==> src/rtl/e203_dtcm_ram_arbt_pkg.sv <==
// Shared types and constants for the DTCM RAM arbiter.
// Optional round-robin arbitration is enabled with E203_DTCM_ARBT_RR_EN.
package e203_dtcm_arbt_pkg;

  typedef enum logic [1:0] {
    ACTIVE = 2'd0,
    SLEEP  = 2'd1,
    WAKE   = 2'd2
  } pwr_state_e;

  localparam int unsigned PORT_LSU     = 0;
  localparam int unsigned PORT_EXT     = 1;
  localparam int unsigned NUM_PORTS    = 2;
  localparam int unsigned DEF_IDLE_CYC = 16;

endpackage

==> src/rtl/e203_dtcm_ram_arbt_if.sv <==
// Requester command/response handshakes plus the SRAM macro pins.
interface e203_dtcm_ram_arbt_if
  import e203_dtcm_arbt_pkg::*;
#(
  parameter int unsigned AW = 13,
  parameter int unsigned DW = 64,
  parameter int unsigned MW = 8
);
  logic          r0_cmd_valid, r0_cmd_ready, r0_cmd_read;
  logic [AW-1:0] r0_cmd_addr;
  logic [DW-1:0] r0_cmd_wdata;
  logic [MW-1:0] r0_cmd_wmask;
  logic          r0_rsp_valid, r0_rsp_ready;
  logic [DW-1:0] r0_rsp_rdata;

  logic          r1_cmd_valid, r1_cmd_ready, r1_cmd_read;
  logic [AW-1:0] r1_cmd_addr;
  logic [DW-1:0] r1_cmd_wdata;
  logic [MW-1:0] r1_cmd_wmask;
  logic          r1_rsp_valid, r1_rsp_ready;
  logic [DW-1:0] r1_rsp_rdata;

  logic          ram_cs, ram_we;
  logic [AW-1:0] ram_addr;
  logic [MW-1:0] ram_wem;
  logic [DW-1:0] ram_din, ram_dout;
  logic          ram_sd, ram_ds, ram_ls;

  modport slave (
    input  r0_cmd_valid, r0_cmd_read, r0_cmd_addr, r0_cmd_wdata, r0_cmd_wmask, r0_rsp_ready,
    output r0_cmd_ready, r0_rsp_valid, r0_rsp_rdata,
    input  r1_cmd_valid, r1_cmd_read, r1_cmd_addr, r1_cmd_wdata, r1_cmd_wmask, r1_rsp_ready,
    output r1_cmd_ready, r1_rsp_valid, r1_rsp_rdata,
    output ram_cs, ram_we, ram_addr, ram_wem, ram_din, ram_sd, ram_ds, ram_ls,
    input  ram_dout
  );

  modport master (
    output r0_cmd_valid, r0_cmd_read, r0_cmd_addr, r0_cmd_wdata, r0_cmd_wmask, r0_rsp_ready,
    input  r0_cmd_ready, r0_rsp_valid, r0_rsp_rdata,
    output r1_cmd_valid, r1_cmd_read, r1_cmd_addr, r1_cmd_wdata, r1_cmd_wmask, r1_rsp_ready,
    input  r1_cmd_ready, r1_rsp_valid, r1_rsp_rdata,
    input  ram_cs, ram_we, ram_addr, ram_wem, ram_din, ram_sd, ram_ds, ram_ls,
    output ram_dout
  );
endinterface

==> src/rtl/e203_dtcm_arbt_rsp.sv <==
// Per-port response tracker: pending flag, read-data hold register and
// the first-cycle bypass from the RAM output.
module e203_dtcm_arbt_rsp
  import e203_dtcm_arbt_pkg::*;
#(
  parameter int unsigned DW = 64
) (
  input  logic          clk,
  input  logic          rst,
  input  logic          acc,
  input  logic          acc_read,
  input  logic          rsp_ready,
  input  logic [DW-1:0] ram_dout,
  output logic          pend,
  output logic [DW-1:0] rdata_c
);
  logic          pend_q, first_q, read_q;
  logic [DW-1:0] hold_q;

  // A new access may reload the tracker in the same cycle its old response is accepted.
  always_ff @(posedge clk or posedge rst) begin
    if (rst) begin
      pend_q  <= 1'b0;
      first_q <= 1'b0;
      read_q  <= 1'b0;
      hold_q  <= '0;
    end else begin
      first_q <= acc;
      if (acc) begin
        pend_q <= 1'b1;
        read_q <= acc_read;
      end else if (pend_q && rsp_ready) begin
        pend_q <= 1'b0;
      end
      if (first_q && read_q) hold_q <= ram_dout;
    end
  end

  // RAM output is only trustworthy in the cycle right after our own access.
  assign rdata_c = (pend_q && read_q) ? (first_q ? ram_dout : hold_q) : '0;
  assign pend    = pend_q;
endmodule

==> src/rtl/e203_dtcm_ram_arbt.sv <==
// Two-port arbiter and light-sleep sequencer in front of the DTCM SRAM.
// Define E203_DTCM_ARBT_RR_EN for round-robin; otherwise port 0 has fixed priority.
module e203_dtcm_ram_arbt
  import e203_dtcm_arbt_pkg::*;
#(
  parameter int unsigned AW       = 13,
  parameter int unsigned DW       = 64,
  parameter int unsigned MW       = 8,
  parameter int unsigned IDLE_CYC = DEF_IDLE_CYC
) (
  input  logic                clk,
  input  logic                rst,
  e203_dtcm_ram_arbt_if.slave bus
);
  localparam int unsigned CW       = (IDLE_CYC > 1) ? $clog2(IDLE_CYC) : 1;
  localparam int unsigned LAST     = (IDLE_CYC == 0) ? 0 : IDLE_CYC - 1;
  localparam logic [CW-1:0] CNT_LAST = CW'(LAST);
  localparam logic        SLEEP_EN = (IDLE_CYC != 0);

  pwr_state_e    state_q, state_d;
  logic [CW-1:0] cnt_q, cnt_d;
  logic          pend0, pend1, hs0, hs1, elig0, elig1, gnt0, gnt1;
  logic          cs_c, we_c, acc_read;
  logic [AW-1:0] addr_sel;
  logic [DW-1:0] din_sel;
  logic [MW-1:0] wem_sel;
`ifdef E203_DTCM_ARBT_RR_EN
  logic          ptr_q, ptr_d;
`endif

  assign hs0   = pend0 & bus.r0_rsp_ready;
  assign hs1   = pend1 & bus.r1_rsp_ready;
  assign elig0 = bus.r0_cmd_valid & (~pend0 | hs0);
  assign elig1 = bus.r1_cmd_valid & (~pend1 | hs1);

  // Grants and power sequencing; grants are suppressed while reset is asserted.
  always_comb begin
    state_d = state_q;
    cnt_d   = cnt_q;
    gnt0    = 1'b0;
    gnt1    = 1'b0;
`ifdef E203_DTCM_ARBT_RR_EN
    ptr_d   = ptr_q;
`endif
    case (state_q)
      ACTIVE: begin
        if (!rst) begin
          if (elig0 && elig1) begin
`ifdef E203_DTCM_ARBT_RR_EN
            gnt0  = ~ptr_q;
            gnt1  = ptr_q;
            ptr_d = ~ptr_q;
`else
            gnt0  = 1'b1;
`endif
          end else begin
            gnt0 = elig0;
            gnt1 = elig1;
          end
        end
        if (gnt0 || gnt1 || pend0 || pend1) begin
          cnt_d = '0;
        end else if (SLEEP_EN && (cnt_q == CNT_LAST)) begin
          state_d = SLEEP;
          cnt_d   = '0;
        end else if (cnt_q != '1) begin
          cnt_d = cnt_q + CW'(1);
        end
      end
      SLEEP: begin
        cnt_d = '0;
        if (bus.r0_cmd_valid || bus.r1_cmd_valid) state_d = WAKE;
      end
      WAKE: begin
        cnt_d   = '0;
        state_d = ACTIVE;
      end
      default: begin
        cnt_d   = '0;
        state_d = ACTIVE;
      end
    endcase
  end

  always_ff @(posedge clk or posedge rst) begin
    if (rst) begin
      state_q <= ACTIVE;
      cnt_q   <= '0;
    end else begin
      state_q <= state_d;
      cnt_q   <= cnt_d;
    end
  end

`ifdef E203_DTCM_ARBT_RR_EN
  always_ff @(posedge clk or posedge rst) begin
    if (rst) ptr_q <= 1'b0;
    else     ptr_q <= ptr_d;
  end
`endif

  // RAM request is steered from whichever port won this cycle.
  assign cs_c     = gnt0 | gnt1;
  assign acc_read = gnt1 ? bus.r1_cmd_read : bus.r0_cmd_read;
  assign we_c     = cs_c & ~acc_read;
  assign addr_sel = gnt1 ? bus.r1_cmd_addr  : (gnt0 ? bus.r0_cmd_addr  : '0);
  assign din_sel  = gnt1 ? bus.r1_cmd_wdata : (gnt0 ? bus.r0_cmd_wdata : '0);
  assign wem_sel  = gnt1 ? bus.r1_cmd_wmask : bus.r0_cmd_wmask;

  assign bus.r0_cmd_ready = gnt0;
  assign bus.r1_cmd_ready = gnt1;
  assign bus.ram_cs       = cs_c;
  assign bus.ram_we       = we_c;
  assign bus.ram_addr     = addr_sel;
  assign bus.ram_din      = din_sel;
  assign bus.ram_wem      = we_c ? wem_sel : '0;
  assign bus.ram_ls       = (state_q == SLEEP);
  assign bus.ram_sd       = 1'b0;
  assign bus.ram_ds       = 1'b0;
  assign bus.r0_rsp_valid = pend0;
  assign bus.r1_rsp_valid = pend1;

  e203_dtcm_arbt_rsp #(.DW(DW)) u_rsp0 (
    .clk       (clk),
    .rst       (rst),
    .acc       (gnt0),
    .acc_read  (bus.r0_cmd_read),
    .rsp_ready (bus.r0_rsp_ready),
    .ram_dout  (bus.ram_dout),
    .pend      (pend0),
    .rdata_c   (bus.r0_rsp_rdata)
  );

  e203_dtcm_arbt_rsp #(.DW(DW)) u_rsp1 (
    .clk       (clk),
    .rst       (rst),
    .acc       (gnt1),
    .acc_read  (bus.r1_cmd_read),
    .rsp_ready (bus.r1_rsp_ready),
    .ram_dout  (bus.ram_dout),
    .pend      (pend1),
    .rdata_c   (bus.r1_rsp_rdata)
  );
endmodule

==> src/flat_wrapper.sv <==
// flat-port wrapper written by rule: the top's interface ports become plain ports
module e203_dtcm_ram_arbt_flat import e203_dtcm_arbt_pkg::*;
#(
  parameter int unsigned AW       = 13,
  parameter int unsigned DW       = 64,
  parameter int unsigned MW       = 8,
  parameter int unsigned IDLE_CYC = DEF_IDLE_CYC
)
  (clk, rst, bus_r0_cmd_valid, bus_r0_cmd_read, bus_r0_cmd_addr, bus_r0_cmd_wdata, bus_r0_cmd_wmask, bus_r0_rsp_ready, bus_r0_cmd_ready, bus_r0_rsp_valid, bus_r0_rsp_rdata, bus_r1_cmd_valid, bus_r1_cmd_read, bus_r1_cmd_addr, bus_r1_cmd_wdata, bus_r1_cmd_wmask, bus_r1_rsp_ready, bus_r1_cmd_ready, bus_r1_rsp_valid, bus_r1_rsp_rdata, bus_ram_cs, bus_ram_we, bus_ram_addr, bus_ram_wem, bus_ram_din, bus_ram_sd, bus_ram_ds, bus_ram_ls, bus_ram_dout);
  e203_dtcm_ram_arbt_if #(.AW(AW), .DW(DW), .MW(MW)) bus_i ();
  input  logic clk;
  input  logic rst;
  input wire logic [$bits(bus_i.r0_cmd_valid)-1:0] bus_r0_cmd_valid;
  input wire logic [$bits(bus_i.r0_cmd_read)-1:0] bus_r0_cmd_read;
  input wire logic [$bits(bus_i.r0_cmd_addr)-1:0] bus_r0_cmd_addr;
  input wire logic [$bits(bus_i.r0_cmd_wdata)-1:0] bus_r0_cmd_wdata;
  input wire logic [$bits(bus_i.r0_cmd_wmask)-1:0] bus_r0_cmd_wmask;
  input wire logic [$bits(bus_i.r0_rsp_ready)-1:0] bus_r0_rsp_ready;
  output wire logic [$bits(bus_i.r0_cmd_ready)-1:0] bus_r0_cmd_ready;
  output wire logic [$bits(bus_i.r0_rsp_valid)-1:0] bus_r0_rsp_valid;
  output wire logic [$bits(bus_i.r0_rsp_rdata)-1:0] bus_r0_rsp_rdata;
  input wire logic [$bits(bus_i.r1_cmd_valid)-1:0] bus_r1_cmd_valid;
  input wire logic [$bits(bus_i.r1_cmd_read)-1:0] bus_r1_cmd_read;
  input wire logic [$bits(bus_i.r1_cmd_addr)-1:0] bus_r1_cmd_addr;
  input wire logic [$bits(bus_i.r1_cmd_wdata)-1:0] bus_r1_cmd_wdata;
  input wire logic [$bits(bus_i.r1_cmd_wmask)-1:0] bus_r1_cmd_wmask;
  input wire logic [$bits(bus_i.r1_rsp_ready)-1:0] bus_r1_rsp_ready;
  output wire logic [$bits(bus_i.r1_cmd_ready)-1:0] bus_r1_cmd_ready;
  output wire logic [$bits(bus_i.r1_rsp_valid)-1:0] bus_r1_rsp_valid;
  output wire logic [$bits(bus_i.r1_rsp_rdata)-1:0] bus_r1_rsp_rdata;
  output wire logic [$bits(bus_i.ram_cs)-1:0] bus_ram_cs;
  output wire logic [$bits(bus_i.ram_we)-1:0] bus_ram_we;
  output wire logic [$bits(bus_i.ram_addr)-1:0] bus_ram_addr;
  output wire logic [$bits(bus_i.ram_wem)-1:0] bus_ram_wem;
  output wire logic [$bits(bus_i.ram_din)-1:0] bus_ram_din;
  output wire logic [$bits(bus_i.ram_sd)-1:0] bus_ram_sd;
  output wire logic [$bits(bus_i.ram_ds)-1:0] bus_ram_ds;
  output wire logic [$bits(bus_i.ram_ls)-1:0] bus_ram_ls;
  input wire logic [$bits(bus_i.ram_dout)-1:0] bus_ram_dout;
  assign bus_i.r0_cmd_valid = bus_r0_cmd_valid;
  assign bus_i.r0_cmd_read = bus_r0_cmd_read;
  assign bus_i.r0_cmd_addr = bus_r0_cmd_addr;
  assign bus_i.r0_cmd_wdata = bus_r0_cmd_wdata;
  assign bus_i.r0_cmd_wmask = bus_r0_cmd_wmask;
  assign bus_i.r0_rsp_ready = bus_r0_rsp_ready;
  assign bus_r0_cmd_ready = bus_i.r0_cmd_ready;
  assign bus_r0_rsp_valid = bus_i.r0_rsp_valid;
  assign bus_r0_rsp_rdata = bus_i.r0_rsp_rdata;
  assign bus_i.r1_cmd_valid = bus_r1_cmd_valid;
  assign bus_i.r1_cmd_read = bus_r1_cmd_read;
  assign bus_i.r1_cmd_addr = bus_r1_cmd_addr;
  assign bus_i.r1_cmd_wdata = bus_r1_cmd_wdata;
  assign bus_i.r1_cmd_wmask = bus_r1_cmd_wmask;
  assign bus_i.r1_rsp_ready = bus_r1_rsp_ready;
  assign bus_r1_cmd_ready = bus_i.r1_cmd_ready;
  assign bus_r1_rsp_valid = bus_i.r1_rsp_valid;
  assign bus_r1_rsp_rdata = bus_i.r1_rsp_rdata;
  assign bus_ram_cs = bus_i.ram_cs;
  assign bus_ram_we = bus_i.ram_we;
  assign bus_ram_addr = bus_i.ram_addr;
  assign bus_ram_wem = bus_i.ram_wem;
  assign bus_ram_din = bus_i.ram_din;
  assign bus_ram_sd = bus_i.ram_sd;
  assign bus_ram_ds = bus_i.ram_ds;
  assign bus_ram_ls = bus_i.ram_ls;
  assign bus_i.ram_dout = bus_ram_dout;
  e203_dtcm_ram_arbt #(.AW(AW), .DW(DW), .MW(MW), .IDLE_CYC(IDLE_CYC)) u_core (.clk(clk), .rst(rst), .bus(bus_i));
endmodule
==> config.mk <==
export PLATFORM = sky130hd
export DESIGN_NAME = e203_dtcm_ram_arbt_flat
export DESIGN_NICKNAME = d
export VERILOG_FILES = /design/src/rtl/e203_dtcm_ram_arbt_pkg.sv /design/src/rtl/e203_dtcm_ram_arbt_if.sv /design/src/rtl/e203_dtcm_arbt_rsp.sv /design/src/rtl/e203_dtcm_ram_arbt.sv /design/src/flat_wrapper.sv
export SDC_FILE = /design/constraint.sdc
export NUM_CORES = 1
export LEC_CHECK = 0
export BUFFER_PORTS_ARGS = -buffer_cell sky130_fd_sc_hd__buf_2
export CORE_AREA = 5 5 180 182
export CTS_BUF_LIST = sky130_fd_sc_hd__clkbuf_8
export DETAILED_ROUTE_END_ITERATION = 10
export DIE_AREA = 0 0 185 187
export PLACE_DENSITY = 0.5
export SYNTH_ARGS = -nofsm -noshare
export SYNTH_HDL_FRONTEND = slang
export SYNTH_SLANG_ARGS = --single-unit
==> constraint.sdc <==
create_clock -name clk -period 13.69 [get_ports clk]
set_input_delay 2.0535 -clock clk [delete_from_list [all_inputs] [get_ports clk]]
set_output_delay 2.0535 -clock clk [all_outputs]
set_load 0.03 [all_outputs]
==> results.md <==
- Status: complete, no violations
- Hold Fails Final Rpt: 0
- Hold Buf Count CTS: 0
- Clock Pin Slew Worst Setup and Hold Paths: approximately 0.090 ns
- Initial DRC count: between 300 and 400
- Iteration count of the initial detailed-routing pass: 5
- Switch Pwr: a little under 0.0006 W
- Tcrit/Tclk final: 0.482
- Cell count after synthesis: 763
- Unique masters post-synth: 35
- Reg-to-Reg Start: u_core.u_rsp1.first_q$_DFF_PP0_
- Highest cell delay on the worst timing path: between 0.7 and 0.8 ns
- Avg Synthesized Cell Area: 10.9 um^2
- Critical path peak fanout: just under 80
- Commonest non-fill, non-tap cells in the layout: buf_2, dfrtp_1, mux2_2, nor2_1, mux2i_1
- Hold Path Class: reg2reg
- Crit path DAT: between 4 and 5 ns
- Hold_ws: roughly 0.5 ns
- Crit Path Class: in2out
- CP dominant cell by count: buf_2
- Layout cells sized above 1: 0.535
- Lkg Pwr: between 5 and 6 nW
- Element type at the critical path start: primary input
- DPL Wire Length: 29,200 um
- Tot GR Track Use: 0.209
- Antenna Nets Post-Route: 0
- Final std cells w/o fill: around 1,600
- CP Capture Type: output pin
- Remaining DRCs: 0
- Yosys warnings: 0
- CP max-delay cell: buf_4
- Cell row count: 64
- Register area share after synthesis: 0.422
- TritonCTS clock tree: yes
- H-tree Lvls: 4
- Longest Clk Path Bufs: 2
- Cell Area, Synth: about 8300 um^2
- Crit-path cells: buf_2, inv_1, nor4_4, buf_4, a22o_1, buf_2
- Post_cts resized: 0
- Vias in the first global route: between 8,000 and 9,000
- Die area: roughly 35,000 um^2
- Cell total after placement: 1,563
- CTS sink count: 140
- I/O Buffers: ~460
- Fin. max-slew vios: 0
- Worst Setup SP: bus_r0_cmd_valid
- Global-route wire length before repair: between 50,000 and 60,000 um
- Setup TNS: 0 ns
- Initial antenna violation count: 9
- Compound-Gate Fraction of Synth Area: 0.120
- Register-to-register setup slack: around 11 ns
- WL/cell: about 23 um
- Nets: about 1,400
- Gate power share: 0.377
- Worst skew pair latency: around 0.44 ns
- Num CTS Buffers: 17
- DRT Wirelength: approximately 38,000 um
- CTS root buffer: clkbuf_8
- Share of power burned in registers: 0.417
- Die Width: between 150 and 200 um
- Starting density of the core: 0.273
- Total number of vias: roughly 8,000
- # IOs: approximately 460
- Pint: between 0.0009 and 0.001 W
- Clock group share of total power: 0.205
- Slew @ Worst Pin: between 1 and 1.5 ns
- Die height: approximately 190 um
- Required time of the worst setup path: around 12 ns
- Crit path time final: between 6 and 7 ns
- Hold path start: u_core.cnt_q[0]$_DFF_PP0_
- Max-Slew Margin vs Limit: 0.308
- Final RePlAce weighted congestion: a little under 1
- Fmax: between 150 and 200 MHz
- Core Region: slightly above 30,000 um^2
- Post-CTS Setup Bufs: 0
- Largest net degree at the start of global routing: 80
- Switching share of power: 0.377
- Yosys reg bits: 140
- Dpl ws: around 7 ns
- Post-synthesis share of cell area spent on xor and xnor gates: 0.00106
- Layout Skew: ~0.021 ns
- Gr ovfl total: 0
- PnR worst setup slack: 7.09 ns
- Combinational family with the most area after synthesis: multiplexers
- Simple-gate share of the synthesized area: 0.0902
- Commonest non-fill, non-tap cell in the layout: buf_2
- Pwr Density: between 100 and 150 nW/um^2
- Vias per cell: 4.91
- Peak VDD IR: 0.0535 mV
- Multiplexer share of the synthesized area: 0.331
- RSZ-0062 raised after global routing: false
- Layout Area Growth over Synthesis: 36.4%
- Max-Cap Viols: 0
- Post-synthesis adder-cell area fraction: 0.00151
- Final setup violation count: 0
stage by stage:
stage	util	area, um^2	power (W)
floorplan	-	8300	0.00106
global placement	0.359	10900	0.00123
detailed placement	0.359	10900	0.00124
CTS	0.371	11300	0.00157
global route	0.372	11300	0.00164
finish	0.372	11300	0.00154
worst paths after layout:
path                                                         to  cells past startpoint
min                                   u_core.cnt_q[0]$_DFF_PP0_                      1
max in group asynchronous  u_core.u_rsp1.hold_q[23]$_DFFE_PP0P_                      3
max reg2reg                u_core.u_rsp1.hold_q[35]$_DFFE_PP0P_                      3
min reg2reg                           u_core.cnt_q[0]$_DFF_PP0_                      1
max                                              bus_ram_din[2]                      6
min in group asynchronous  u_core.u_rsp1.hold_q[55]$_DFFE_PP0P_                      2
power groups by stage:
stage / Clock, W / Combinational [W] / Sequential, W
2_1_floorplan: 0 / 0.000428 / 0.000628
3_3_place_gp: 0 / 0.000584 / 0.000644
3_5_place_dp: 0 / 0.000591 / 0.000651
4_1_cts: 0.000331 / 0.000592 / 0.000642
5_1_grt: 0.000347 / 0.000635 / 0.000663
6_report: 0.000316 / 0.000581 / 0.000643
registers in the layout (all words and copies together) (netlist names):
| signal | cells |
|---|---|
| u_core.u_rsp1.first_q | 1 |
| u_core.u_rsp1.pend | 1 |
| u_core.u_rsp0.hold_q | 64 |
| u_core.cnt_q | 4 |
| u_core.u_rsp0.first_q | 1 |
| u_core.u_rsp1.hold_q | 64 |
| u_core.u_rsp1.read_q | 1 |
| u_core.u_rsp0.read_q | 1 |
| u_core.u_rsp0.pend | 1 |
| u_core.state_q | 2 |
layer usage:
metal / up-vias / wire [um] / track usage
li1: 3638 / - / -
met1: 3862 / 14100 / 0.237
met2: 311 / 19600 / 0.374
met3: 42 / 2620 / 0.0539
met4: 8 / 1210 / 0.0805
met5: - / 55 / 0
area by class of cell:
cell class / instances / area (um^2)
well taps: 396 / 495
inverters: 4 / 20.0
multi-input cells: 553 / 4540
flip-flops and latches: 140 / 3510
clock inverters: 15 / 130
diodes: 6 / 15.0
clock buffers: 17 / 234
repair buffers: 470 / 2370
fillers: 3223 / 19100
logic make-up (layout without fill, tap and decap cells):
kind of cell,after synthesis,after routing
adders and majority gates,1,1
buffers and inverters,71,506
muxes,258,258
other,1,8
AOI/OAI and AO/OA,116,116
xor gates and xnor gates,1,1
DFF,140,140
and+or+nand+nor,175,175
critical path, delay by kind of cell:
| kind | cells | cell delay, ns |
|---|---|---|
| AND/OR/NAND/NOR | 1 | 0.40 |
| buffers and inverters | 4 | 1.52 |
| AO/OA/AOI/OAI | 1 | 0.52 |
synthesized netlist by cell type:
master | n | share of area
ha_1 | 1 | 0.0015
and3_1 | 1 | 0.00075
xnor2_1 | 1 | 0.0011
inv_1 | 4 | 0.0018
a32oi_1 | 8 | 0.0084
or2_1 | 1 | 0.00075
nand2b_1 | 3 | 0.0023
a2bb2oi_1 | 8 | 0.0084
clkbuf_1 | 49 | 0.022
a2111oi_4 | 1 | 0.0033
a22o_1 | 77 | 0.081
mux2_2 | 129 | 0.18
or3_1 | 1 | 0.00075
conb_1 | 1 | 0.00045
nor3b_1 | 8 | 0.0072
o2111ai_1 | 9 | 0.0095
dfrtp_1 | 140 | 0.42
nor3_1 | 3 | 0.0018
nand2_1 | 15 | 0.0068
mux2i_1 | 128 | 0.15
nor4_2 | 1 | 0.0015
nor4_1 | 3 | 0.0023
nor2b_1 | 6 | 0.0045
o32ai_1 | 1 | 0.0011
nand3_1 | 1 | 0.00060
a21oi_1 | 1 | 0.00060
buf_4 | 2 | 0.0018
o21ai_0 | 10 | 0.0060
buf_1 | 8 | 0.0036
nor2_1 | 129 | 0.058
mux2_1 | 1 | 0.0014
a211oi_1 | 1 | 0.00091
nand4b_1 | 1 | 0.0011
or2_2 | 2 | 0.0015
buf_2 | 8 | 0.0048
Power figures use the tool's default switching activity.
